File: src/rtl/line_buffer_sched.sv
// line_buffer_sched: steers upstream pixels into a ring of KERNEL_W+1 line
// buffers and reads the KERNEL_W oldest complete lines out as one window line.
// Ports:
//   clk_i, arst_n_i            clock, async active-low reset
//   pix_valid_i, pix_ready_o   upstream pixel handshake
//   lb_wr_valid_o              one-hot write strobe to the current write buffer
//   lb_rd_valid_o              read strobes for the KERNEL_W window buffers
//   rd_sel_o                   index of the top (oldest) window line
//   window_valid_o             a window column is read this cycle
//   line_done_o                pulse one cycle after the last window column
//   fill_cnt_o                 pixels buffered and not yet released
module line_buffer_sched #(
    parameter int DATA_W     = 8,
    parameter int KERNEL_W   = 3,
    parameter int RESOLUTION = 512,
    localparam int NUM_LB    = KERNEL_W + 1,
    localparam int PTR_W     = $clog2(NUM_LB),
    localparam int CNT_W     = $clog2(NUM_LB * RESOLUTION + 1)
) (
    input  logic              clk_i,
    input  logic              arst_n_i,
    input  logic              pix_valid_i,
    output logic              pix_ready_o,
    output logic [NUM_LB-1:0] lb_wr_valid_o,
    output logic [NUM_LB-1:0] lb_rd_valid_o,
    output logic [PTR_W-1:0]  rd_sel_o,
    output logic              window_valid_o,
    output logic              line_done_o,
    output logic [CNT_W-1:0]  fill_cnt_o
);

    localparam int COL_W = $clog2(RESOLUTION);

    localparam logic [CNT_W-1:0] FILL_MAX   = CNT_W'(NUM_LB * RESOLUTION);
    localparam logic [CNT_W-1:0] FILL_START = CNT_W'(KERNEL_W * RESOLUTION);
    localparam logic [CNT_W-1:0] LINE_CNT   = CNT_W'(RESOLUTION);
    localparam logic [COL_W-1:0] COL_LAST   = COL_W'(RESOLUTION - 1);
    localparam logic [PTR_W-1:0] PTR_LAST   = PTR_W'(NUM_LB - 1);

    localparam logic [0:0] S_IDLE = 1'b0;
    localparam logic [0:0] S_READ = 1'b1;

    generate
        if (KERNEL_W < 2 || RESOLUTION < 2 || DATA_W < 1) begin : g_bad_param
            $error("line_buffer_sched: illegal parameter set");
        end
    endgenerate

    logic [0:0]       state_q;
    logic [0:0]       state_d;
    logic [PTR_W-1:0] wr_ptr_q;
    logic [COL_W-1:0] wr_col_q;
    logic [PTR_W-1:0] rd_ptr_q;
    logic [COL_W-1:0] rd_col_q;
    logic [CNT_W-1:0] fill_q;
    logic [CNT_W-1:0] fill_d;
    logic             done_q;
    logic             run_q;

    logic             xfer;
    logic             line_rel;
    logic [PTR_W-1:0] rd_prev;
    logic [NUM_LB-1:0] rd_mask;

    function automatic logic [PTR_W-1:0] ptr_inc(input logic [PTR_W-1:0] p);
        ptr_inc = (p == PTR_LAST) ? '0 : p + PTR_W'(1);
    endfunction

    // run_q keeps the upstream interface closed while reset is held
    // and opens it on the first clock edge after release.
    assign pix_ready_o = run_q && (fill_q < FILL_MAX);
    assign xfer        = pix_valid_i & pix_ready_o;

    assign lb_wr_valid_o = xfer ? (NUM_LB'(1) << wr_ptr_q) : '0;

    assign line_rel = (state_q == S_READ) && (rd_col_q == COL_LAST);

    // The window covers every buffer but the one just before rd_ptr,
    // which is the buffer the writer is filling while a window is read.
    assign rd_prev = (rd_ptr_q == '0) ? PTR_LAST : rd_ptr_q - PTR_W'(1);
    assign rd_mask = ~(NUM_LB'(1) << rd_prev);

    assign lb_rd_valid_o  = (state_q == S_READ) ? rd_mask : '0;
    assign window_valid_o = (state_q == S_READ);
    assign rd_sel_o       = rd_ptr_q;
    assign line_done_o    = done_q;
    assign fill_cnt_o     = fill_q;

    // Transfer and release in the same cycle both apply.
    assign fill_d = fill_q
                  + {{(CNT_W-1){1'b0}}, xfer}
                  - (line_rel ? LINE_CNT : '0);

    always_comb begin
        state_d = state_q;
        unique case (state_q)
            S_IDLE: if (fill_q >= FILL_START) state_d = S_READ;
            S_READ: if (line_rel) state_d = S_IDLE;
            default: state_d = S_IDLE;
        endcase
    end

    always_ff @(posedge clk_i or negedge arst_n_i) begin
        if (!arst_n_i) begin
            state_q  <= S_IDLE;
            wr_ptr_q <= '0;
            wr_col_q <= '0;
            rd_ptr_q <= '0;
            rd_col_q <= '0;
            fill_q   <= '0;
            done_q   <= 1'b0;
            run_q    <= 1'b0;
        end else begin
            run_q   <= 1'b1;
            state_q <= state_d;
            fill_q  <= fill_d;
            done_q  <= line_rel;
            if (xfer) begin
                if (wr_col_q == COL_LAST) begin
                    wr_col_q <= '0;
                    wr_ptr_q <= ptr_inc(wr_ptr_q);
                end else begin
                    wr_col_q <= wr_col_q + COL_W'(1);
                end
            end
            if (state_q == S_READ) begin
                if (line_rel) begin
                    rd_col_q <= '0;
                    rd_ptr_q <= ptr_inc(rd_ptr_q);
                end else begin
                    rd_col_q <= rd_col_q + COL_W'(1);
                end
            end
        end
    end

    always_ff @(posedge clk_i) begin
        if (arst_n_i) begin
            assert ((lb_wr_valid_o & lb_rd_valid_o) == '0);
            assert (fill_q <= FILL_MAX);
        end
    end

endmodule

File: config.mk
export PLATFORM = sky130hd
export DESIGN_NAME = line_buffer_sched
export DESIGN_NICKNAME = d
export VERILOG_FILES = /design/src/rtl/line_buffer_sched.sv
export SDC_FILE = /design/constraint.sdc
export NUM_CORES = 1
export LEC_CHECK = 0
export CAP_MARGIN = 25
export CORE_MARGIN = 1
export CORE_UTILIZATION = 47
export DETAILED_ROUTE_END_ITERATION = 10
export PLACE_DENSITY_LB_ADDON = 0.12
export SETUP_SLACK_MARGIN = 0.15
export SKIP_LAST_GASP = 1
export SLEW_MARGIN = 0
export SYNTH_ARGS = -nofsm -noshare
export SYNTH_HDL_FRONTEND = slang
export SYNTH_SLANG_ARGS = --single-unit
File: constraint.sdc
create_clock -name clk_i -period 2.27 [get_ports clk_i]
set_clock_uncertainty 0.1 [all_clocks]
set_input_delay 0.227 -clock clk_i [delete_from_list [all_inputs] [get_ports clk_i]]
set_output_delay 0.227 -clock clk_i [all_outputs]
set_load 0.03 [all_outputs]
Yosys cells after proc, flatten, opt, wreduce, memory -nomap -nowiden:

Index checks and enable logic that the tools add are counted.

* bits in read-only memories: 0
* latch bits: 0
* output and inout bits: 25
* RAM bits: 0
* input bits: 3
* memories kept: 0
* bits in registers: 37

* bitwise gates (word level): 3
* $add $sub $neg: 7
* magnitude comparators: 2
* shift-type cells: 2
* reductions and logical operators: 5
* eq/ne operators: 4
* multipliers: 0
* divide/modulo/power cells: 0
* mux-type cells: 11

Operators with widths (count)
* 9-bit by 1-bit adder with 9-bit output (second input constant): 2
* 9-bit equality test (second input constant): 2
* 9-bit two-way mux: 2
* 12-bit by 1-bit adder with 12-bit output: 1
* 12-bit by 11-bit >= comparator with 1-bit output (second input constant): 1
* 12-bit less-than comparator (second input constant): 1
* 12-bit by 10-bit subtractor with 12-bit output: 1
* 10-bit two-way mux: 1
* 4-bit two-way mux: 2
* 1-bit by 2-bit << shifter with 4-bit output (first input constant): 2
* 2-bit two-way mux: 3
* 2-bit by 1-bit adder with 2-bit output (second input constant): 2
* 2-bit equality test (second input constant): 2
* 4-bit inverter: 1
* 2-bit AND reduction: 2
* 1-bit logical AND: 2
* 2-bit logical NOT: 1
* 1-bit two-way mux: 2
* 1-bit one-hot mux with 2 select lines: 1
* 2-bit by 1-bit subtractor with 2-bit output (second input constant): 1
* 1-bit AND: 1
* 1-bit inverter: 1

Longest topological paths before layout:

Gate-level depths: netlist (run 1).

* word-level depth: 5
* gate-level depth with buffers: 11

Worst setup path after synthesis (run 1):

OpenSTA, ideal clock, no wires.

* path type: register -> register
* start: register fill_q[11], in the netlist fill_cnt_o[11]
* end: register fill_q[8], in the netlist fill_cnt_o[8]
* slack: -605 ps
* setup time: 128 ps
* period minus slack after synthesis: 2875 ps
* arrival: 2647 ps
* data required time: 2042 ps
* cell stages (with the launch flop): 12
* path buffers: 0
* cells stage by stage: dfrtp_1 -> nor2b_1 -> nand2_1 -> inv_1 -> ha_1 -> inv_1 -> ha_1 -> o21bai_1 -> a211oi_1 -> o21bai_1 -> a21oi_1 -> xor2_1

* cells in the longest elaborated chain, start to end: 5

Ends and longest elaborated chain
* from (decl): RTL line 55 `logic [CNT_W-1:0] fill_q;`
* from (signal assigned): RTL line 116 `fill_q <= fill_d;`
* 12-bit less-than comparator: RTL line 71 `assign pix_ready_o = run_q && (fill_q < FILL_MAX);`
* 1-bit logical AND: RTL line 71
* via pix_ready_o: RTL line 23 `output logic pix_ready_o,`
* 1-bit AND: RTL line 72 `assign xfer = pix_valid_i & pix_ready_o;`
* via xfer: RTL line 60 `logic xfer;`
* 12-bit by 1-bit adder with 12-bit output: RTL line 91 `+ {{(CNT_W-1){1'b0}}, xfer}`
* 12-bit by 10-bit subtractor with 12-bit output: RTL line 92 `- (line_rel ? LINE_CNT : '0);`
* via fill_d[8]: RTL line 56 `logic [CNT_W-1:0] fill_d;`

The timed path passes the listed nets, and every way through them passes these cells.
A chain may end at the register's enable or synchronous reset.

Worst setup path after layout (run 1):

* start: register rd_col_q[0]
* end: register fill_q[11], in the netlist fill_cnt_o[11]

* cells in the longest elaborated chain, start to end: 4

Ends and longest elaborated chain
* from (decl): RTL line 54 `logic [COL_W-1:0] rd_col_q;`
* from (signal assigned): RTL line 131 `rd_col_q <= rd_col_q + COL_W'(1);`
* 9-bit equality test: RTL line 76 `assign line_rel = (state_q == S_READ) && (rd_col_q == COL_LAST);`
* 1-bit logical AND: RTL line 76
* 10-bit two-way mux: RTL line 92
* 12-bit by 10-bit subtractor with 12-bit output: RTL line 92
* via fill_d[11]: RTL line 56

The timed path passes the listed nets, and every way through them passes these cells.

==> reports/results.txt, run 1 <==
Status: finished, final reports clean
Peak supply drop: 0.361 mV
Worst slew pin tran: 0.518 ns
GP Congestion: 0.757
Initial antenna violation count: 0
Critical R2R Capture: fill_cnt_o[11]
PortBufs: 27
Final Total Pwr: 1.36 mW
DR vias/cell: 5.22
Hold Crit Class: in2async
Initial DRC count: 113
Ys Warns: 0
Worst-path clk slew: 0.08 ns
Post-Synth XOR/XNOR Area: 4.28%
Commonest non-fill, non-tap cell in the layout: dfrtp_1
Setup crit start kind: register
Nets: 316
Diode count: 0
Area share of and/or/nand/nor cells after synthesis: 16.7%
R2R Path Start: rd_col_q[0]
Post-DP HPWL: 3230 µm
Clock net sink count: 37
Critical Path Fanout Max: 2
Root Driver: clkbuf_8
Max Slew Vio Count: 0
Pleak: 1.49 nW
CP Capture Type: register
Vias in the first global route: 1645
Largest family of logic cells by synthesized area: adder cells
Die height: 71.2 µm
Synth Instances: 226
Detailed Route WL: 4360 µm
RSZ-0062 raised after global routing: true
Max cap viols: 0
Post-DRT Antenna Nets: 0
Layout cell share with drive strength beyond 1: 22.4%
Hold Violations, Final: 0
Avg Cell Area, Syn: 9.97 µm²
R2R Setup Slk: 0.008 ns
Area Overhead vs Synth: 34.7%
Synth Area in Adders: 18.3%
Number of fill cells: 374
Die ar.: 0.00507 mm²
Vias: 1737
Power Dens Cells: 449 mW/mm²
Final min period: 2.26 ns
CTS tree: built
Worst endpoint required time: 2.33 ns
Total grt overflow: 0
Syn Nets: 262
Worst hold slack: 0.344 ns
Most frequent cells in the layout: dfrtp_1 (36), ha_1 (26), buf_4 (22)
GRT Util Overall: 18.4%
Seq/Total Area, Yosys: 41.1%
Maximum clock path buffer count: 2
Synth Cell Area: 0.00225 mm²
Io pins: 28
Crit path DAT: 2.32 ns
Setup CP Type: reg2reg
Core ar.: 0.00447 mm²
Routed WL per cell: 13.1 µm
Max Clk Rate: 442 MHz
Detailed Routing Iterations Pass 1: 4
R2R depth: 11
Largest net degree at the start of global routing: 23
CTS buffer count: 5
Compound-Gate Fraction of Synth Area: 13.4%
H-tree depth: 2
First-pass GRT wire length: 7270 µm
Setup crit end: fill_cnt_o[11]
Multiplexer share of the synthesized area: 1.44%
Critical path startpoint: rd_col_q[0]
Drt drc: 0
Endpoints failing setup: 0
Register area: 927 µm²
FP Rows: 24
Initial cell density of the core: 50.3%
Fin Setup TNS: 0 ns
Tcrit/Tclk final: 99.7%
Area of the multi-input gates: 0.00136 mm²
Die X: 71.2 µm
Slew headroom: 65.5%
Worst skew pair latency: 0.29 ns
Synthesis-stage register bit count: 37
Distinct cells, synth: 40
worst max-delay path: stages, from the launching register on:
cell and delay, ns:
dfrtp_1 0.36, ha_2 0.19, nand3_2 0.06, nor2_2 0.08
ha_2 0.18, and2_4 0.14, inv_2 0.04, ha_4 0.26
ha_4 0.19, a21o_4 0.20, a221oi_2 0.22, nand3_1 0.10
worst min-delay path by stage:
stage | from | end | slack, ns | cells after the start
5_1_grt | arst_n_i | rd_col_q[7] | 0.38 | 2
4_1_cts | arst_n_i | line_done_o | 0.35 | 2
6_report | arst_n_i | line_done_o | 0.34 | 2
3_5_place_dp | arst_n_i | rd_col_q[7] | 0.14 | 1
3_3_place_gp | arst_n_i | rd_col_q[1] | 0.14 | 1
2_1_floorplan | arst_n_i | fill_cnt_o[0] | -0.17 | 0
routing by layer:
metal / vias to the layer above / GRT usage, % / wire (µm)
met4: 0 / 4.67 / 36
met5: - / 0 / 0
met3: 5 / 4.22 / 108
met2: 23 / 32.0 / 2200
met1: 822 / 23.1 / 2010
li1: 887 / - / -
synthesized netlist by cell type:
| master | n | area share (%) |
|---|---|---|
| dfrtp_1 | 37 | 41 |
| ha_1 | 33 | 18 |
| inv_1 | 24 | 4.0 |
| o21ai_0 | 16 | 3.6 |
| nand2_1 | 15 | 2.5 |
| a21oi_1 | 12 | 2.7 |
| and3_1 | 7 | 1.9 |
| nor2_1 | 7 | 1.2 |
| nor2b_1 | 7 | 1.9 |
| xor2_1 | 6 | 2.3 |
| nand4_1 | 5 | 1.4 |
| o21bai_1 | 5 | 1.7 |
| xnor2_1 | 5 | 1.9 |
| nand2b_1 | 4 | 1.1 |
| nand3_1 | 4 | 0.89 |
| o31ai_1 | 4 | 1.3 |
| or3_1 | 4 | 1.1 |
| clkbuf_1 | 3 | 0.50 |
| a21o_1 | 2 | 0.67 |
| a31oi_1 | 2 | 0.56 |
| mux2_2 | 2 | 1.0 |
| nand3b_1 | 2 | 0.67 |
| nor3b_1 | 2 | 0.67 |
| o22ai_1 | 2 | 0.56 |
| a211oi_1 | 1 | 0.33 |
| a211oi_4 | 1 | 0.89 |
| a21o_2 | 1 | 0.39 |
| a221oi_1 | 1 | 0.39 |
| a311o_1 | 1 | 0.44 |
| and2_1 | 1 | 0.28 |
| and2b_1 | 1 | 0.33 |
| and2b_2 | 1 | 0.39 |
| and3b_1 | 1 | 0.39 |
| and3b_2 | 1 | 0.44 |
| and4_1 | 1 | 0.39 |
| conb_1 | 1 | 0.17 |
| mux2i_1 | 1 | 0.44 |
| nor3_1 | 1 | 0.22 |
| or2b_2 | 1 | 0.39 |
| or3_4 | 1 | 0.50 |
cells by family (layout without fill, tap and decap cells):
group	Yosys count	in the layout
simple gates	66	66
other cells	1	1
xor+xnor	11	11
buf+inv	27	82
flops	37	37
fa+ha+maj	33	33
compound gates	48	48
mux	3	3
power by group:
part	internal, mW	switching (mW)	total (mW)	leakage, nW
Sequential	0.659	0.000202	0.660	0.484
Combinational	0.00719	0.0152	0.0224	0.934
Clock	0.437	0.243	0.679	0.0681
area by class of cell:
cell class | instances | share of cell area (%)
inverter | 24 | 3.05
clock buffer | 5 | 2.27
clock inverter | 3 | 2.15
sequential | 37 | 30.6
timing repair buffer | 50 | 14.9
tap | 52 | 2.15
multi-input combinational | 162 | 44.9
what timing repair did:
item / in CTS / in global routing
hold endpoints to repair: 20 / 0
hold buffers: 1 / 0
pin swaps: 5 / 4
gates cloned: 0 / 0
endpoints found under the setup margin: 3 / 14
resized for setup: 4 / 14
setup buffers: 0 / 2
metrics by stage:
step / area (µm²) / worst slack [ns] / util, % / instances
floorplan: 2350 / -0.0131 / - / 226
global placement: 2820 / 0.0104 / 63.1 / 322
detailed placement: 2820 / -0.0167 / 63.1 / 322
CTS: 2970 / -0.0192 / 66.5 / 331
global route: 3030 / -0.113 / 67.8 / 333
finish: 3030 / 0.00784 / 67.8 / 333
registers in the layout, summed over array words and instances (netlist names):
signal and cells:
rd_sel_o 2, fill_cnt_o 12, line_done_o 1, wr_col_q 9, wr_ptr_q 2, window_valid_o 1, run_q 1, rd_col_q 9
Note: power is estimated with default switching activity, not from simulation.
==> run 2: changes to the inputs <==
--- a/config.mk
+++ b/config.mk
@@ -11,7 +11,6 @@
 export DETAILED_ROUTE_END_ITERATION = 10
 export PLACE_DENSITY_LB_ADDON = 0.12
 export SETUP_SLACK_MARGIN = 0.15
-export SKIP_LAST_GASP = 1
 export SLEW_MARGIN = 0
 export SYNTH_ARGS = -nofsm -noshare
 export SYNTH_HDL_FRONTEND = slang
==> run 2 against run 1 <==
Combinational power about the same; utilization up 0.056 points; flip-flop and latch count unchanged; sequential share of layout area about the same; sequential power about the same; critical endpoint unchanged; maximum frequency about the same; critical path type unchanged; power about the same.
==> reports/results.txt, run 2 (synthesis results as in run 1) <==
Post-DRT Antenna Nets: 0 (unchanged)
Layout Cells excl Fill: 333 (unchanged)
GRT Util Overall: 18.4% (unchanged)
Io pins: 28 (unchanged)
Worst skew pair latency: 0.29 ns (about the same)
Hold Crit Class: in2async
Register area: 927 µm² (unchanged)
Total grt overflow: 0 (unchanged)
Setup crit start kind: register
H-tree depth: 2 (unchanged)
Switching pwr: 259 µW (+0.51%)
Die height: 71.2 µm (unchanged)
Max cap viols: 0 (unchanged)
Combinational share of power: 1.6% (about the same)
Pleak: 1.49 nW (about the same)
Internal power: 1.10 mW (about the same)
CTS tree: built
Core ar.: 0.00447 mm² (unchanged)
DR vias/cell: 5.25 (+0.58%)
Largest net degree at the start of global routing: 23 (unchanged)
Placed cells: 322 (unchanged)
Die ar.: 0.00507 mm² (unchanged)
Status: finished, final reports clean
Max Clk Rate: 442 MHz (about the same)
Detailed Routing Iterations Pass 1: 4 (unchanged)
Max reg flops: 12 (unchanged)
Die X: 71.2 µm (unchanged)
Layout cell share with drive strength beyond 1: 22.4% (unchanged)
Hold Violations, Final: 0 (unchanged)
Worst endpoint required time: 2.33 ns (about the same)
Commonest non-fill, non-tap cell in the layout: dfrtp_1
Crit path DAT: 2.32 ns (about the same)
Root Driver: clkbuf_8
RSZ-0062 raised after global routing: true
CTS buffer count: 5 (unchanged)
Maximum clock path buffer count: 2 (unchanged)
Clock net sink count: 37 (unchanged)
Area of the multi-input gates: 0.00136 mm² (unchanged)
Area Overhead vs Synth: 34.8% (about the same)
Diode count: 0 (unchanged)
Peak supply drop: 0.361 mV (about the same)
Worst-path clk slew: 0.08 ns (about the same)
Switch share: 19.0% (+0.079 points)
Initial antenna violation count: 0 (unchanged)
Tcrit/Tclk final: 99.7% (about the same)
Power Dens Cells: 449 mW/mm² (about the same)
Vias: 1747 (+0.58%)
Vias in the first global route: 1645 (unchanged)
First-pass GRT wire length: 7270 µm (unchanged)
Slew headroom: 65.5% (about the same)
Detailed Route WL: 4370 µm (+0.39%)
Initial cell density of the core: 50.3% (unchanged)
GP Congestion: 0.757 (unchanged)
Post-DP HPWL: 3230 µm (unchanged)
Number of fill cells: 373 (-0.27%)
Setup CP Type: reg2reg
PortBufs: 27 (unchanged)
Nets: 316 (unchanged)
Critical Path Fanout Max: 2 (unchanged)
Endpoints failing setup: 0 (unchanged)
Clock Power Share: 50.0% (about the same)
Most frequent cells in the layout: dfrtp_1 (36), ha_1 (26), buf_4 (22)
Layout Utilization: 67.8% (about the same)
Routed WL per cell: 13.1 µm (+0.39%)
Initial DRC count: 108 (-4.4%)
Drt drc: 0 (unchanged)
Fin Setup TNS: 0 ns (unchanged)
FP Rows: 24 (unchanged)
Reg power frac: 48.4% (about the same)
CP Capture Type: register
Final min period: 2.26 ns (+0.00200 ns)
Worst slew pin tran: 0.518 ns (+0.00000209 ns)
Max Slew Vio Count: 0 (unchanged)
-- run 2: final cells by class --
cell class / instances / share of cell area [%]
well taps: 52 / 2.14
inverters: 24 / 3.13
clock inverters: 3 / 2.14
multi-input cells: 162 / 44.8
clock buffers: 5 / 2.27
flip-flops and latches: 37 / 30.5
repair buffers: 50 / 14.9
-- run 2: layer usage --
| metal | part of all wire [%] | vias up | global-route usage [%] |
|---|---|---|---|
| met3 | 2.4 | 7 | 4.22 |
| met1 | 46 | 832 | 23.1 |
| met2 | 51 | 20 | 32.0 |
| met5 | 0 | - | 0 |
| li1 | - | 888 | - |
| met4 | 0.91 | 0 | 4.67 |
-- run 2: path summary, 6_finish.rpt --
check                                 start              to  slack, ns  cells past startpoint
worst max-delay path            rd_col_q[0]  fill_cnt_o[11]      0.006                     11
worst min-delay path               arst_n_i     line_done_o       0.34                      2
worst max register to register  rd_col_q[0]  fill_cnt_o[11]      0.006                     11
worst min register to register  wr_col_q[6]     wr_col_q[6]       0.38                      1
max in group asynchronous          arst_n_i   fill_cnt_o[8]       1.18                      3
min in group clk_i              wr_col_q[6]     wr_col_q[6]       0.38                      1
-- run 2: per-stage QoR --
stage / hold WS [ns] / power (mW) / worst slack [ns] / cell area (µm²)
after floorplan: -0.169 / 0.674 / -0.0131 / 2350
after global placement: 0.137 / 0.695 / 0.0104 / 2820
after detailed placement: 0.135 / 0.695 / -0.0167 / 2820
after CTS: 0.355 / 1.38 / -0.0192 / 2970
after global routing: 0.385 / 1.41 / -0.116 / 3040
final: 0.342 / 1.36 / 0.00585 / 3040
-- run 2: worst max-delay path: stages, from the launching register on --
cell and delay (ns):
dfrtp_1 0.36, ha_2 0.19, nand3_2 0.06, nor2_2 0.08, ha_2 0.18, and2_4 0.15
inv_4 0.04, ha_4 0.26, ha_4 0.19, a21o_4 0.20, a221oi_2 0.22, nand3_1 0.10
-- run 2: power groups by stage --
stage          sequential, mW  combinational (mW)  clock [mW]
3_3_place_gp            0.673              0.0224           0
2_1_floorplan           0.673            0.000803           0
5_1_grt                 0.660              0.0260       0.720
3_5_place_dp            0.673              0.0224           0
6_report                0.660              0.0224       0.681
4_1_cts                 0.660              0.0237       0.696
-- run 2: repair_timing --
action	4_1_cts	5_1_grt
resized for setup	4	15
buffers inserted	0	2
hold endpoints to repair	20	0
endpoints found under the setup margin	3	14
hold buffers	1	0
pin swaps	5	4
==> run 3: changes to the inputs <==
--- a/config.mk
+++ b/config.mk
@@ -8,10 +8,11 @@
 export CAP_MARGIN = 25
 export CORE_MARGIN = 1
 export CORE_UTILIZATION = 47
+export CTS_BUF_LIST = sky130_fd_sc_hd__clkbuf_2
 export DETAILED_ROUTE_END_ITERATION = 10
 export PLACE_DENSITY_LB_ADDON = 0.12
 export SETUP_SLACK_MARGIN = 0.15
-export SLEW_MARGIN = 0
+export SLEW_MARGIN = 10
 export SYNTH_ARGS = -nofsm -noshare
 export SYNTH_HDL_FRONTEND = slang
 export SYNTH_SLANG_ARGS = --single-unit
==> run 3 against run 2 <==
The flow now finishes with violations (negative setup slack); sequential power hardly changed; final cell count is 0.60% higher; global-route usage rose by 0.21 points; design area fell by 1.7%; critical path depth did not move; largest power group is now sequential cells; highest routed layer unchanged.
==> reports/results.txt, run 3 (synthesis results as in run 1) <==
H-tree depth: 2 (unchanged)
Max Slew Vio Count: 0 (unchanged)
First-pass GRT wire length: 7310 µm (+0.48%)
Die X: 71.2 µm (unchanged)
Post-DP HPWL: 3230 µm (unchanged)
Initial cell density of the core: 50.3% (unchanged)
Initial antenna violation count: 0 (unchanged)
Pleak: 1.44 nW (-3.2%)
Critical Path Fanout Max: 2 (unchanged)
RSZ-0062 raised after global routing: true
Vias: 1748 (+0.057%)
Max Clk Rate: 436 MHz (-1.4%)
Vias in the first global route: 1652 (+0.43%)
Combinational share of power: 1.8% (+0.2 points)
Placed cells: 322 (unchanged)
Crit path cell chain: ha_2 -> nand3_2 -> nor2_2 -> ha_2 -> and2_4 -> inv_2 -> ha_4 -> ha_4 -> a21o_4 -> a221oi_2 -> nand3_1
Diode count: 0 (unchanged)
Hold Crit Class: in2async
CP max stage cell: dfrtp_1
Crit path DAT: 2.48 ns (+0.16 ns)
GP Congestion: 0.757 (unchanged)
GRT Util Overall: 18.6% (+0.21 points)
Max reg flops: 12 (unchanged)
Worst endpoint required time: 2.45 ns (+0.12 ns)
Final Total Pwr: 1.21 mW (-11%)
Setup crit start kind: register
Io pins: 28 (unchanged)
Fin Setup TNS: -0.0261 ns (-0.0261 ns)
Internal power: 963 µW (-13%)
PortBufs: 27 (unchanged)
CTS buffer count: 5 (unchanged)
Max cap viols: 0 (unchanged)
Commonest non-fill, non-tap cell in the layout: dfrtp_1
Peak supply drop: 0.352 mV (-2.5%)
Setup CP Type: reg2reg
Endpoints failing setup: 1 (+1)
Slew headroom: 65.2% (-0.28 points)
Total grt overflow: 0 (unchanged)
Die height: 71.2 µm (unchanged)
Initial DRC count: 96 (-11%)
CTS tree: built
CP Capture Type: register
Final min period: 2.30 ns (+0.0319 ns)
Power Dens Cells: 407 mW/mm² (-9.4%)
Reg power frac: 54.5% (+6.1 points)
Detailed Routing Iterations Pass 1: 4 (unchanged)
Worst-path clk slew: 0.21 ns (+0.13 ns)
CP peak stage delay: 0.40 ns (+0.04 ns)
Tcrit/Tclk final: 101% (+1.4 points)
Switch share: 20.6% (+1.6 points)
Layout cell share with drive strength beyond 1: 23.7% (+1.3 points)
Worst skew pair latency: 0.40 ns (+0.11 ns)
Worst slack, placed: -0.0167 ns (unchanged)
Die ar.: 0.00507 mm² (unchanged)
Clock Power Share: 43.6% (-6.4 points)
Maximum clock path buffer count: 2 (unchanged)
Drt drc: 0 (unchanged)
Core ar.: 0.00447 mm² (unchanged)
Nets: 318 (+0.63%)
Routed WL per cell: 13.3 µm (+1.0%)
Failing checks: negative setup slack
Post-DRT Antenna Nets: 0 (unchanged)
Root Driver: clkbuf_2
Worst hold slack: 0.200 ns (-0.142 ns)
Switching pwr: 250 µW (-3.7%)
Status: finished with violations
Detailed Route WL: 4440 µm (+1.6%)
DR vias/cell: 5.22 (-0.54%)
Clock net sink count: 37 (unchanged)
Most frequent cells in the layout: dfrtp_1 (35), ha_1 (26), buf_4 (24)
Hold Violations, Final: 0 (unchanged)
FP Rows: 24 (unchanged)
Layout Cells excl Fill: 335 (+0.60%)
Area Overhead vs Synth: 32.4%
Worst slew pin tran: 0.522 ns (+0.00414 ns)
Largest net degree at the start of global routing: 23 (unchanged)
Setup ws final: -0.0261 ns (-0.0319 ns)
-- run 3: changes by cell type in the layout (fill, tap and decap cells not counted) --
cell             previous run  this run
clkdlybuf4s15_1             0         1
buf_4                      22        24
inv_4                       2         1
inv_2                       1         2
clkdlybuf4s50_1            18        17
dfrtp_1                    36        35
dfrtp_2                     1         2
clkbuf_8                    5         0
dlymetal6s2s_1              6         1
clkbuf_2                    0         6
dlygate4sd2_1               2         6
-- run 3: repair_timing --
action / 4_1_cts / 5_1_grt
endpoints found under the setup margin: 9 / 12
hold endpoints to repair: 20 / 0
resized for setup: 10 / 13
pin swaps: 5 / 1
setup buffers: 0 / 4
hold buffers: 1 / 0
-- run 3: critical path: cells and delay by family, from the launching register on --
family,cells,cell delay (ns)
adders and majority gates,4,0.82
AOI/OAI and AO/OA,2,0.42
DFF,1,0.40
and+or+nand+nor,4,0.38
buffers and inverters,1,0.04
-- run 3: layer usage --
| layer | GRT usage [%] | up-vias | part of all wire (%) |
|---|---|---|---|
| li1 | - | 886 | - |
| met1 | 22.7 | 841 | 46 |
| met2 | 32.3 | 15 | 50 |
| met3 | 4.64 | 6 | 2.7 |
| met4 | 6.00 | 0 | 1.3 |
| met5 | 0 | - | 0 |
-- run 3: area by class of cell --
| class | count | area, µm² |
|---|---|---|
| clock buffer | 5 | 25.0 |
| clock inverter | 3 | 65.1 |
| fill | 381 | 1490 |
| inverter | 24 | 92.6 |
| multi-input combinational | 162 | 1360 |
| sequential | 37 | 928 |
| tap | 52 | 65.1 |
| timing repair buffer | 52 | 445 |
-- run 3: path summary, 6_finish.rpt --
path	startpoint	endpoint	slack [ns]	cells past startpoint
setup / recovery	rd_col_q[0]	fill_cnt_o[11]	-0.03	11
hold / removal	arst_n_i	line_done_o	0.20	2
setup reg to reg	rd_col_q[0]	fill_cnt_o[11]	-0.03	11
hold reg to reg	wr_col_q[6]	wr_col_q[6]	0.40	1
max in group asynchronous	arst_n_i	fill_cnt_o[8]	1.31	3
min in group clk_i	wr_col_q[6]	wr_col_q[6]	0.40	1
-- run 3: per-stage QoR --
step / utilization [%] / instance area, µm²
global placement: 63.1 / 2820
global route: 66.7 / 2980
finish: 66.7 / 2980
CTS: 65.3 / 2920
floorplan: - / 2350
detailed placement: 63.1 / 2820
-- run 3: power by group through the flow --
stage / Clock [mW] / Combinational, mW / Sequential [mW]
5_1_grt: 0.564 / 0.0260 / 0.662
2_1_floorplan: 0 / 0.000803 / 0.673
6_report: 0.529 / 0.0224 / 0.661
3_5_place_dp: 0 / 0.0224 / 0.673
3_3_place_gp: 0 / 0.0224 / 0.673
4_1_cts: 0.547 / 0.0237 / 0.661
